**config.mk**
```make
export PLATFORM = sky130hd
export DESIGN_NAME = mar_seq_flat
export DESIGN_NICKNAME = d
export VERILOG_FILES = /design/src/rtl/mar_seq_if.sv /design/src/rtl/mar_seq.sv /design/src/flat_wrapper.sv
export SDC_FILE = /design/constraint.sdc
export NUM_CORES = 1
export LEC_CHECK = 0
export CAP_MARGIN = 10
export CORE_MARGIN = 2
export CORE_UTILIZATION = 43
export CTS_CLUSTER_DIAMETER = 40
export DETAILED_ROUTE_END_ITERATION = 10
export PLACE_DENSITY = 0.81
export RECOVER_POWER = 25
export SLEW_MARGIN = 0
export SYNTH_ARGS = -nofsm -noshare
export SYNTH_HDL_FRONTEND = slang
export SYNTH_SLANG_ARGS = --single-unit
```
**constraint.sdc**
```tcl
create_clock -name Clk -period 2.34 [get_ports Clk]
set_input_delay 0.234 -clock Clk [delete_from_list [all_inputs] [get_ports Clk]]
set_output_delay 0.234 -clock Clk [all_outputs]
set_load 0.02 [all_outputs]
```
**src/rtl/mar_seq_if.sv**
```systemverilog
// Bus bundle between the datapath/memory side and the mar_seq address sequencer.
// The master modport drives address, control and MOC; the slave modport is the sequencer.
interface mar_seq_if #(
    parameter int ADDR_W = 32
);
    logic [ADDR_W-1:0] In_MAR;
    logic              MAR_Ld;
    logic              MAR_Inc;
    logic [1:0]        Size;
    logic              Mem_Start;
    logic              MOC;
    logic [ADDR_W-1:0] Out_MAR;
    logic              MFA;
    logic              Busy;
    logic              Done;
    logic              Align_Err;
    logic              Timeout_Err;

    modport master (
        output In_MAR, MAR_Ld, MAR_Inc, Size, Mem_Start, MOC,
        input  Out_MAR, MFA, Busy, Done, Align_Err, Timeout_Err
    );

    modport slave (
        input  In_MAR, MAR_Ld, MAR_Inc, Size, Mem_Start, MOC,
        output Out_MAR, MFA, Busy, Done, Align_Err, Timeout_Err
    );
endinterface

```
**src/rtl/mar_seq.sv**
```systemverilog
// Memory address register with load/increment and a one-access MFA/MOC request sequencer.
// Optional MAR_SEQ_AUTOINC_EN: advance Out_MAR by the latched access size on successful completion.
module mar_seq #(
    parameter int ADDR_W  = 32,
    parameter int TIMEOUT = 15,
    parameter int CNT_W   = (TIMEOUT > 0) ? $clog2(TIMEOUT + 1) : 1
) (
    input logic      Clk,
    input logic      Reset,
    mar_seq_if.slave bus
);
    typedef enum logic {
        IDLE = 1'b0,
        REQ  = 1'b1
    } state_t;

    localparam bit             TO_EN    = (TIMEOUT != 0);
    localparam logic [CNT_W-1:0] CNT_LAST = TO_EN ? CNT_W'(TIMEOUT - 1) : '0;

    state_t            state_q;
    logic [ADDR_W-1:0] out_mar_q;
    logic [CNT_W-1:0]  cnt_q;
    logic              mfa_q;
    logic              busy_q;
    logic              done_q;
    logic              align_err_q;
    logic              timeout_err_q;
`ifdef MAR_SEQ_AUTOINC_EN
    logic [1:0]        size_q;
`endif

    logic [ADDR_W-1:0] target_d;
    logic [ADDR_W-1:0] inc_d;
    logic              start_ok_d;
    logic              start_bad_d;
    logic              timeout_hit_d;

    function automatic logic [ADDR_W-1:0] step_of(input logic [1:0] sz);
        return ADDR_W'(1) << sz;
    endfunction

    function automatic logic misaligned(input logic [ADDR_W-1:0] a, input logic [1:0] sz);
        case (sz)
            2'b00:   return 1'b0;
            2'b01:   return a[0];
            2'b10:   return |a[1:0];
            default: return 1'b1;
        endcase
    endfunction

    // The access address is the value being loaded this cycle, otherwise the pre-increment register.
    always_comb begin
        target_d      = bus.MAR_Ld ? bus.In_MAR : out_mar_q;
        inc_d         = out_mar_q + step_of(bus.Size);
        start_bad_d   = bus.Mem_Start && misaligned(target_d, bus.Size);
        start_ok_d    = bus.Mem_Start && !misaligned(target_d, bus.Size);
        timeout_hit_d = TO_EN && (cnt_q == CNT_LAST);
    end

    always_ff @(posedge Clk) begin
        if (Reset) begin
            state_q       <= IDLE;
            out_mar_q     <= '0;
            cnt_q         <= '0;
            mfa_q         <= 1'b0;
            busy_q        <= 1'b0;
            done_q        <= 1'b0;
            align_err_q   <= 1'b0;
            timeout_err_q <= 1'b0;
`ifdef MAR_SEQ_AUTOINC_EN
            size_q        <= 2'b00;
`endif
        end else begin
            done_q        <= 1'b0;
            align_err_q   <= 1'b0;
            timeout_err_q <= 1'b0;
            case (state_q)
                IDLE: begin
                    if (bus.MAR_Ld) begin
                        out_mar_q <= bus.In_MAR;
                    end else if (bus.MAR_Inc) begin
                        out_mar_q <= inc_d;
                    end
                    if (start_bad_d) begin
                        done_q      <= 1'b1;
                        align_err_q <= 1'b1;
                    end else if (start_ok_d) begin
                        state_q <= REQ;
                        mfa_q   <= 1'b1;
                        busy_q  <= 1'b1;
                        cnt_q   <= '0;
`ifdef MAR_SEQ_AUTOINC_EN
                        size_q  <= bus.Size;
`endif
                    end
                end
                REQ: begin
                    // MOC is checked first so a completion in the last allowed cycle is not an error.
                    if (bus.MOC) begin
                        state_q <= IDLE;
                        mfa_q   <= 1'b0;
                        busy_q  <= 1'b0;
                        done_q  <= 1'b1;
`ifdef MAR_SEQ_AUTOINC_EN
                        out_mar_q <= out_mar_q + step_of(size_q);
`endif
                    end else if (timeout_hit_d) begin
                        state_q       <= IDLE;
                        mfa_q         <= 1'b0;
                        busy_q        <= 1'b0;
                        done_q        <= 1'b1;
                        timeout_err_q <= 1'b1;
                    end else begin
                        cnt_q <= cnt_q + CNT_W'(1);
                    end
                end
                default: begin
                    state_q <= IDLE;
                    mfa_q   <= 1'b0;
                    busy_q  <= 1'b0;
                end
            endcase
        end
    end

    assign bus.Out_MAR     = out_mar_q;
    assign bus.MFA         = mfa_q;
    assign bus.Busy        = busy_q;
    assign bus.Done        = done_q;
    assign bus.Align_Err   = align_err_q;
    assign bus.Timeout_Err = timeout_err_q;
endmodule

```
**src/flat_wrapper.sv**
```systemverilog
// flat-port wrapper written by rule: the top's interface ports become plain ports
module mar_seq_flat 
#(
    parameter int ADDR_W  = 32,
    parameter int TIMEOUT = 15,
    parameter int CNT_W   = (TIMEOUT > 0) ? $clog2(TIMEOUT + 1) : 1
)
  (Clk, Reset, bus_In_MAR, bus_MAR_Ld, bus_MAR_Inc, bus_Size, bus_Mem_Start, bus_MOC, bus_Out_MAR, bus_MFA, bus_Busy, bus_Done, bus_Align_Err, bus_Timeout_Err);
  mar_seq_if #(.ADDR_W(ADDR_W)) bus_i ();
  input logic Clk;
  input logic Reset;
  input wire logic [$bits(bus_i.In_MAR)-1:0] bus_In_MAR;
  input wire logic [$bits(bus_i.MAR_Ld)-1:0] bus_MAR_Ld;
  input wire logic [$bits(bus_i.MAR_Inc)-1:0] bus_MAR_Inc;
  input wire logic [$bits(bus_i.Size)-1:0] bus_Size;
  input wire logic [$bits(bus_i.Mem_Start)-1:0] bus_Mem_Start;
  input wire logic [$bits(bus_i.MOC)-1:0] bus_MOC;
  output wire logic [$bits(bus_i.Out_MAR)-1:0] bus_Out_MAR;
  output wire logic [$bits(bus_i.MFA)-1:0] bus_MFA;
  output wire logic [$bits(bus_i.Busy)-1:0] bus_Busy;
  output wire logic [$bits(bus_i.Done)-1:0] bus_Done;
  output wire logic [$bits(bus_i.Align_Err)-1:0] bus_Align_Err;
  output wire logic [$bits(bus_i.Timeout_Err)-1:0] bus_Timeout_Err;
  assign bus_i.In_MAR = bus_In_MAR;
  assign bus_i.MAR_Ld = bus_MAR_Ld;
  assign bus_i.MAR_Inc = bus_MAR_Inc;
  assign bus_i.Size = bus_Size;
  assign bus_i.Mem_Start = bus_Mem_Start;
  assign bus_i.MOC = bus_MOC;
  assign bus_Out_MAR = bus_i.Out_MAR;
  assign bus_MFA = bus_i.MFA;
  assign bus_Busy = bus_i.Busy;
  assign bus_Done = bus_i.Done;
  assign bus_Align_Err = bus_i.Align_Err;
  assign bus_Timeout_Err = bus_i.Timeout_Err;
  mar_seq #(.ADDR_W(ADDR_W), .TIMEOUT(TIMEOUT), .CNT_W(CNT_W)) u_core (.Clk(Clk), .Reset(Reset), .bus(bus_i));
endmodule
```
==> out/results.txt, run 1 <==
outcome - completed
internal power - 0.00144 W
clock-pin slew on the worst setup and hold paths - 0.09 ns
Cell variety after synth - 60
area leader, netlist - dfxtp_1
worst slew pin tran - 0.595 ns
Synthesized Nets - 394
post-detail-place hpwl - 6.13 mm
Avg Inst Size Synth - 7.53 sq um
num rows - 28
drc violations - 0
CTS root buf - clkbuf_8
CP Cell Sequence - dlygate4sd2_1 > and2_1 > ha_4 > a21oi_1 > o22a_1 > or4b_4 > or4_1 > a31oi_1
drt wl/cell - 16.6 um
Leak - 1.44 nW
Final WS setup - 0.150 ns
Max VDD drop - 354 uV
ys flop type - dfxtp_1
core area - 0.00589 sq mm
Min-Delay Path Class - reg -> reg
cell area after synthesis - 0.00261 sq mm
WS Path Type - in -> reg
switching power total - 0.000628 W
TritonCTS Buffers - 5
initial antenna violation count - 0
Yosys top cell area share - 0.314
# diodes - 0
crit-path max cell delay - 0.52 ns
synth warn - 0
synth top area cells - dfxtp_1 31%, nand2_1 5.0%, a21oi_1 4.8%, nor2_1 4.2%, nor3_1 3.8%
PwrDens - 545 mW/mm^2
RSZ-0062 raised after global routing - no
die span in y - 82.0 um
Slew Limit Fails - 0
share of cells above drive strength 1 - 0.131
starting density of the core - 0.444
clock sink count - 41
commonest non-fill, non-tap cells in the layout - 56 x clkdlybuf4s50_1, 40 x dfxtp_1, 35 x nand2_1, 34 x buf_4, 29 x nor2_1
Setup violations, final - 0
Chip Width - 82.0 um
Fill cells - 542
WL final - 8.58 mm
final instance area - 0.00380 sq mm
sequential fraction of design power - 0.400
fin crit share - 0.936
die area - 0.00672 sq mm
Tmin final - 2.19 ns
first-pass GRT wire length - 13.7 mm
Switching Share - 0.303
Via density - 6.08
worst relative slew slack - 0.603
antenna-violating nets left - 0
Bufs on Longest Clock Path - 2
startpoint types - input pin
number of iterations in the first detailed-routing pass - 6
CP Data Arrival Time - 2.41 ns
via count - 3152
Post-Route Utilization - 0.646
TritonCTS clock tree - built
final hold vios - 0
Final #Nets - 489
endpoint class of the critical path - flop
EDFF count, synth - 0
DP Worst Slack - -0.385 ns
commonest non-fill, non-tap cell in the layout - clkdlybuf4s50_1
clock network power share - 0.338
Worst Path Required - 2.56 ns
DR iter-0 viols - 324
global route overflow - 0
clk_skew - 0.00634 ns
Fmax - 457 MHz
hold_buf cts - 0
max-cap check violation count - 0
Synth Register Bits - 41
post-synthesis cell count - 347
post-synthesis sequential area ratio - 0.314
power share of the combinational group - 0.262
synthesis-to-finish area growth - 45.4%
vias in the first global route - 2925
CP Max Fanout - 5
Post-synth ARST share - 0
Port-buffer cells - 76
Placement Cell Area - 0.00363 sq mm
worst-path cell with the longest stage delay - or4b_4
largest net degree at the start of global routing - 24
H-tree depth - 2
Worst-Skew Late Latency - 0.30 ns
GP Congestion - 0.891
Global Route Usage Sum - 0.262
IO Pins - 77
synth_stat cells (5+ instances only):
library cell,instances
clkbuf_1,19
and3_1,5
a211oi_1,5
a31oi_1,11
nand3_1,18
nor3_1,20
nand4_1,14
ha_1,6
dfxtp_1,41
o211ai_1,6
nand2_1,35
o21ai_0,17
nor4_1,8
a21oi_1,25
inv_1,12
nor2_1,29
critical path: cells and delay by family:
kind / cells / cell delay, ns
AOI/OAI and AO/OA: 3 / 0.52
adders and majority gates: 1 / 0.27
and+or+nand+nor: 3 / 1.11
buffers and inverters: 1 / 0.27
what timing repair did:
item	CTS	global route
pin swaps	2	0
buffers inserted	1	0
resized for setup	5	3
endpoints found under the setup margin	9	3
hold endpoints to repair	0	0
metrics by stage:
stage / hold WS (ns) / power [W] / std cells / TNS, ns
final: 0.487 / 0.00207 / 518 / 0
after global routing: 0.503 / 0.00215 / 518 / 0
after CTS: 0.486 / 0.00208 / 518 / 0
after detailed placement: 0.474 / 0.00138 / 509 / -5.32
after global placement: 0.469 / 0.00137 / 509 / -3.85
after floorplan: 0.312 / 0.00111 / 347 / 0
cells by family (layout without fill, tap and decap cells):
kind of cell,count (synthesis),count (layout),share of synthesized area
simple gates,156,156,0.311
mux,4,4,0.0158
fa+ha+maj,7,7,0.0364
buf+inv,35,131,0.0546
xor+xnor,3,3,0.0101
compound gates,101,101,0.259
flops,41,41,0.314
layer usage:
layer	GRT usage	wire [um]	up-vias
met1	0.341	3580	1456
met5	0	0	-
met2	0.430	3970	179
li1	-	-	1494
met4	0.107	204	0
met3	0.0440	823	23
path summary, 6_finish.rpt:
kind / start / endpoint / slack [ns] / cells after the start
max: bus_Size[1] / u_core.bus.Out_MAR[23] / 0.15 / 8
max reg2reg: u_core.bus.Out_MAR[2] / u_core.bus.Out_MAR[23] / 0.16 / 6
min: u_core.cnt_q[3] / u_core.bus.Timeout_Err / 0.49 / 2
min reg2reg: u_core.cnt_q[3] / u_core.bus.Timeout_Err / 0.49 / 2
cell type report:
class	instances	area (sq um)	area share
Multi-Input combinational cell	271	1690	0.443
Clock buffer	5	68.8	0.0181
Tap cell	75	93.8	0.0247
Sequential cell	41	822	0.216
Timing Repair Buffer	111	1020	0.268
Inverter	12	45.0	0.0118
Clock inverter	3	68.8	0.0181
sequential cells by signal, summed over array words and instances (netlist names):
| name | cells |
|---|---|
| u_core.bus.MFA | 1 |
| u_core.bus.Done | 1 |
| u_core.cnt_q | 4 |
| u_core.state_q | 1 |
| u_core.bus.Align_Err | 1 |
| u_core.bus.Timeout_Err | 1 |
| u_core.bus.Out_MAR | 32 |
power by group through the flow:
stage / logic (W) / clock network (W) / registers (W)
after floorplan: 0.000227 / 0 / 0.000881
after global placement: 0.000528 / 0 / 0.000839
after detailed placement: 0.000537 / 0 / 0.000839
after CTS: 0.000546 / 0.000706 / 0.000825
after global routing: 0.000584 / 0.000730 / 0.000837
final: 0.000542 / 0.000700 / 0.000829
No activity file was read; power rests on OpenSTA's default activity.
==> run 2: changes to the inputs <==
MAX_ROUTING_LAYER = met4   (was unset)
==> run 2 against run 1 <==
Against the previous run:
- largest power group unchanged
- clock skew grew 0.0025 ns
- cell count increased by 0.39%
- hold slack is essentially flat
- clock-buffer cell count is the same
- cell area up 0.76%
- die area stayed put
==> out/results.txt, run 2 (same netlist as run 1, synthesis figures left out) <==
outcome - completed
Worst-Skew Late Latency - 0.31 ns (about the same)
share of cells above drive strength 1 - 0.142 (+0.0106)
IO Pins - 77 (unchanged)
post-detail-place hpwl - 6.32 mm (+3.1%)
crit-path max cell delay - 0.43 ns (-0.09 ns)
final instance area - 0.00383 sq mm (+0.76%)
WL final - 8.89 mm (+3.6%)
commonest non-fill, non-tap cells in the layout - 57 x clkdlybuf4s50_1, 41 x dfxtp_1, 36 x buf_4, 35 x nand2_1, 29 x nor2_1
antenna-violating nets left - 0 (unchanged)
core area - 0.00589 sq mm (unchanged)
worst-path cell with the longest stage delay - dfxtp_1
die area - 0.00672 sq mm (unchanged)
drc violations - 0 (unchanged)
delay-heaviest family, CP - simple AND/OR/NAND/NOR gates
Setup violations, final - 0 (unchanged)
Final WS setup - 0.124 ns (-0.0260 ns)
hold_buf cts - 0 (unchanged)
Worst Path Required - 2.59 ns (+0.03 ns)
Placement Cell Area - 0.00365 sq mm (+0.62%)
clock sink count - 41 (unchanged)
max-cap check violation count - 0 (unchanged)
DP Worst Slack - -0.373 ns (+0.0118 ns)
TritonCTS clock tree - built
fin crit share - 0.947 (+0.0111)
Chip Width - 82.0 um (unchanged)
number of iterations in the first detailed-routing pass - 5 (-1)
initial antenna violation count - 0 (unchanged)
vias in the first global route - 2961 (+1.2%)
endpoint class of the critical path - flop
CTS root buf - clkbuf_8
Slew Limit Fails - 0 (unchanged)
commonest non-fill, non-tap cell in the layout - clkdlybuf4s50_1
Final #Nets - 491 (+0.41%)
GP Congestion - 0.944 (+5.9%)
die span in y - 82.0 um (unchanged)
num rows - 28 (unchanged)
PwrDens - 548 mW/mm^2 (+0.57%)
H-tree depth - 2 (unchanged)
max FFs per register - 32 (unchanged)
worst relative slew slack - 0.588 (-0.0143)
TritonCTS Buffers - 5 (unchanged)
# Post-CTS Setup Buffers - 0 (-1)
CP Data Arrival Time - 2.46 ns (+0.05 ns)
Fill cells - 527 (-2.8%)
startpoint types - flop
Via density - 6.19 (+1.8%)
global route overflow - 0 (unchanged)
starting density of the core - 0.444 (unchanged)
fin cells - 520 (+0.39%)
final hold vios - 0 (unchanged)
CP Max Fanout - 7 (+2)
worst slew pin tran - 0.617 ns (+0.0214 ns)
first-pass GRT wire length - 14.0 mm (+2.0%)
clock-pin slew on the worst setup and hold paths - 0.09 ns (about the same)
Leak - 1.46 nW (+1.3%)
CP Cell Sequence - ha_2 > inv_1 > fa_2 > nand2b_4 > a21oi_1 > buf_4 > nand4_1 > or3_1 > a21oi_2
Tmin final - 2.22 ns (+0.0260 ns)
DR iter-0 viols - 347 (+7.1%)
Bufs on Longest Clock Path - 2 (unchanged)
synthesis-to-finish area growth - 46.5%
# diodes - 0 (unchanged)
Min-Delay Path Class - reg -> reg
clk_skew - 0.00879 ns (+0.00245 ns)
via count - 3221 (+2.2%)
Port-buffer cells - 76 (unchanged)
Worst Path Buf+Inv - 2 (+1)
Global Route Usage Sum - 0.277 (+0.0142)
Fmax - 451 MHz (-1.2%)
Inst Count DP - 512 (+0.59%)
Max VDD drop - 438 uV (+24%)
drt wl/cell - 17.1 um (+3.3%)
WS Path Type - reg -> reg
largest net degree at the start of global routing - 24 (unchanged)
RSZ-0062 raised after global routing - no
## run 2: worst min-delay path, delay by kind of cell (launching register included)
kind	cells	cell delay [ns]
DFF	1	0.34
and+or+nand+nor	2	0.11
## run 2: final timing paths
| check | from | to | slack, ns | depth (start not counted) |
|---|---|---|---|---|
| worst min register to register | u_core.cnt_q[3] | u_core.bus.Timeout_Err | 0.49 | 2 |
| worst min-delay path | u_core.cnt_q[3] | u_core.bus.Timeout_Err | 0.49 | 2 |
| worst max register to register | u_core.bus.Out_MAR[0] | u_core.bus.Out_MAR[22] | 0.12 | 9 |
| worst max-delay path | u_core.bus.Out_MAR[0] | u_core.bus.Out_MAR[22] | 0.12 | 9 |
## run 2: stage by stage
stage | TNS [ns] | power (W) | hold slack [ns] | utilization
floorplan | 0 | 0.00111 | 0.312 | -
global placement | -3.83 | 0.00137 | 0.468 | 0.620
detailed placement | -4.85 | 0.00138 | 0.475 | 0.620
CTS | 0 | 0.00209 | 0.488 | 0.648
global route | 0 | 0.00218 | 0.500 | 0.651
finish | 0 | 0.00210 | 0.486 | 0.651
## run 2: per-layer routing
metal	share of wire	vias up	global-route usage
met5	0	-	-
met4	0.019	0	0.0817
met3	0.090	28	0.0429
met2	0.48	206	0.454
met1	0.41	1484	0.351
li1	-	1503	-
## run 2: repair_timing
action                                  in CTS  in global routing
pin swaps                                    1                  2
resized for setup                            6                  4
endpoints found under the setup margin       8                 15
## run 2: power by group
group	internal [W]	switching, W
Combinational	0.000269	0.000286
Clock	0.000430	0.000285
Sequential	0.000751	0.0000779
Total	0.00145	0.000649
## run 2: cell type report
type,count,area [sq um],share of cell area
Clock buffer,5,68.8,0.0180
Clock inverter,3,68.8,0.0180
Inverter,12,45.0,0.0118
Multi-Input combinational cell,271,1700,0.443
Sequential cell,41,821,0.214
Tap cell,75,93.8,0.0245
Timing Repair Buffer,113,1040,0.271
==> run 3: changes to the inputs <==
ABC_CLOCK_PERIOD_IN_PS = 2340   (was unset)
CELL_PAD_IN_SITES_DETAIL_PLACEMENT = 2   (was unset)
CELL_PAD_IN_SITES_GLOBAL_PLACEMENT = 2   (was unset)
CORE_UTILIZATION = 24   (was 43)
==> run 3 against run 2 <==
Against the previous run:
- sequential share of layout area shrank 0.33 points
- cell count rose by 13%
- largest power group unchanged
- highest routed layer unchanged
- via count is essentially flat
==> out/results.txt, run 3 (same netlist as run 1, synthesis figures left out) <==
outcome - completed
crit-path max cell delay - 0.53 ns (+0.10 ns)
WS Path Type - in -> reg
worst slew pin tran - 0.510 ns (-0.106 ns)
Leak - 1.45 nW (-0.61%)
CP Max Fanout - 5 (-2)
share of cells above drive strength 1 - 0.150 (+0.00832)
max FFs per register - 32 (unchanged)
Post-Route Utilization - 0.364 (-0.287)
Pwr Total - 0.00192 W (-8.3%)
TritonCTS clock tree - built
Worst Path Buf+Inv - 1 (-1)
endpoint class of the critical path - flop
# diodes - 0 (unchanged)
worst-path cell with the longest stage delay - or4b_4
largest net degree at the start of global routing - 34 (+42%)
TritonCTS Buffers - 5 (unchanged)
clock sink count - 41 (unchanged)
IO Pins - 77 (unchanged)
final instance area - 0.00391 sq mm (+2.0%)
GP Congestion - 0.830 (-12%)
Max VDD drop - 207 uV (-53%)
DR iter-0 viols - 135 (-61%)
drt wl/cell - 20.1 um (+18%)
via count - 3222 (+0.031%)
Via density - 5.49 (-11%)
WL final - 11.8 mm (+33%)
Setup violations, final - 0 (unchanged)
hold slack - 0.503 ns (+0.0170 ns)
Global Route Usage Sum - 0.209 (-0.0678)
Bufs on Longest Clock Path - 2 (unchanged)
num rows - 38 (+36%)
H-tree depth - 2 (unchanged)
core area - 0.0107 sq mm (+83%)
max-cap check violation count - 0 (unchanged)
Worst Path Required - 2.57 ns (-0.02 ns)
fin crit share - 0.979 (+0.0324)
CP Data Arrival Time - 2.53 ns (+0.07 ns)
Slew Limit Fails - 0 (unchanged)
Worst-Skew Late Latency - 0.31 ns (about the same)
antenna-violating nets left - 0 (unchanged)
die span in y - 108 um (+32%)
clk_skew - 0.00956 ns (+0.000774 ns)
Port-buffer cells - 76 (unchanged)
clock-pin slew on the worst setup and hold paths - 0.09 ns (about the same)
final hold vios - 0 (unchanged)
Chip Width - 108 um (+32%)
first-pass GRT wire length - 18.5 mm (+32%)
Final #Nets - 493 (+0.41%)
number of iterations in the first detailed-routing pass - 4 (-1)
die area - 0.0117 sq mm (+75%)
CP Cell Sequence - dlygate4sd2_1 > and2_1 > ha_4 > nand3_1 > o22a_1 > or4b_4 > or4_4 > a31oi_1
commonest non-fill, non-tap cells in the layout - 56 x clkdlybuf4s50_1, 40 x dfxtp_1, 36 x buf_4, 35 x nand2_1, 29 x nor2_1
commonest non-fill, non-tap cell in the layout - clkdlybuf4s50_1
PwrDens - 492 mW/mm^2 (-10%)
Fmax - 436 MHz (-3.3%)
synthesis-to-finish area growth - 49.5%
vias in the first global route - 3463 (+17%)
startpoint types - input pin
CTS root buf - clkbuf_8
worst relative slew slack - 0.659 (+0.0709)
drc violations - 0 (unchanged)
Placement Cell Area - 0.00376 sq mm (+3.1%)
global route overflow - 0 (unchanged)
delay-heaviest family, CP - simple AND/OR/NAND/NOR gates
starting density of the core - 0.243 (-0.201)
initial antenna violation count - 0 (unchanged)
post-detail-place hpwl - 8.55 mm (+35%)
hold_buf cts - 0 (unchanged)
Tmin final - 2.29 ns (+0.0757 ns)
Min-Delay Path Class - in -> reg
run 3: report_power, final:
part	leakage, nW	switching [W]	internal, W
clock	0.0439	0.000295	0.000207
sequential	0.338	0.0000818	0.000751
combinational	1.07	0.000310	0.000278
total	1.45	0.000687	0.00124
run 3: per-layer routing:
metal | wire, um | vias to the layer above | global-route usage | share of wire
met3 | 548 | 23 | 0.0332 | 0.046
met5 | 0 | - | - | 0
met4 | 305 | 0 | 0.0815 | 0.026
met1 | 5210 | 1603 | 0.258 | 0.44
li1 | - | 1500 | - | -
met2 | 5760 | 96 | 0.342 | 0.49
run 3: what timing repair did:
item,CTS,global route
gates resized for setup,6,8
pin swaps,1,3
hold endpoints to repair,0,0
buffers inserted,0,1
endpoints found under the setup margin,11,6
run 3: per-stage QoR:
| stage | setup slack [ns] | TNS, ns | instances |
|---|---|---|---|
| 3_3_place_gp | -0.345 | -3.80 | 578 |
| 5_1_grt | -0.0176 | -0.0176 | 587 |
| 3_5_place_dp | -0.491 | -6.94 | 578 |
| 6_report | 0.0481 | 0 | 587 |
| 4_1_cts | 0.0335 | 0 | 586 |
| 2_1_floorplan | 0.0503 | 0 | 347 |
run 3: path summary, 6_finish.rpt:
check | to | start | cells after the start | slack, ns
worst max-delay path | u_core.bus.Out_MAR[23] | bus_Size[0] | 8 | 0.05
worst min-delay path | u_core.bus.Out_MAR[2] | bus_In_MAR[2] | 3 | 0.50
worst max register to register | u_core.bus.Out_MAR[23] | u_core.bus.Out_MAR[3] | 6 | 0.09
worst min register to register | u_core.bus.Timeout_Err | u_core.cnt_q[3] | 2 | 0.51
run 3: layout make-up:
class	count	area [sq um]
fill	1264	6840
multi-input combinational	271	1700
timing repair buffer	115	1080
sequential	41	825
tap	140	175
clock buffer	5	68.8
inverter	12	45.0
clock inverter	3	17.5
run 3: worst reg2reg max path: cells and delay by family (launching register included):
family | cells | cell delay (ns)
AND/OR/NAND/NOR | 3 | 1.08
flip-flops | 1 | 0.37
AO/OA/AOI/OAI | 2 | 0.42
adder cells (fa/ha/maj) | 1 | 0.30
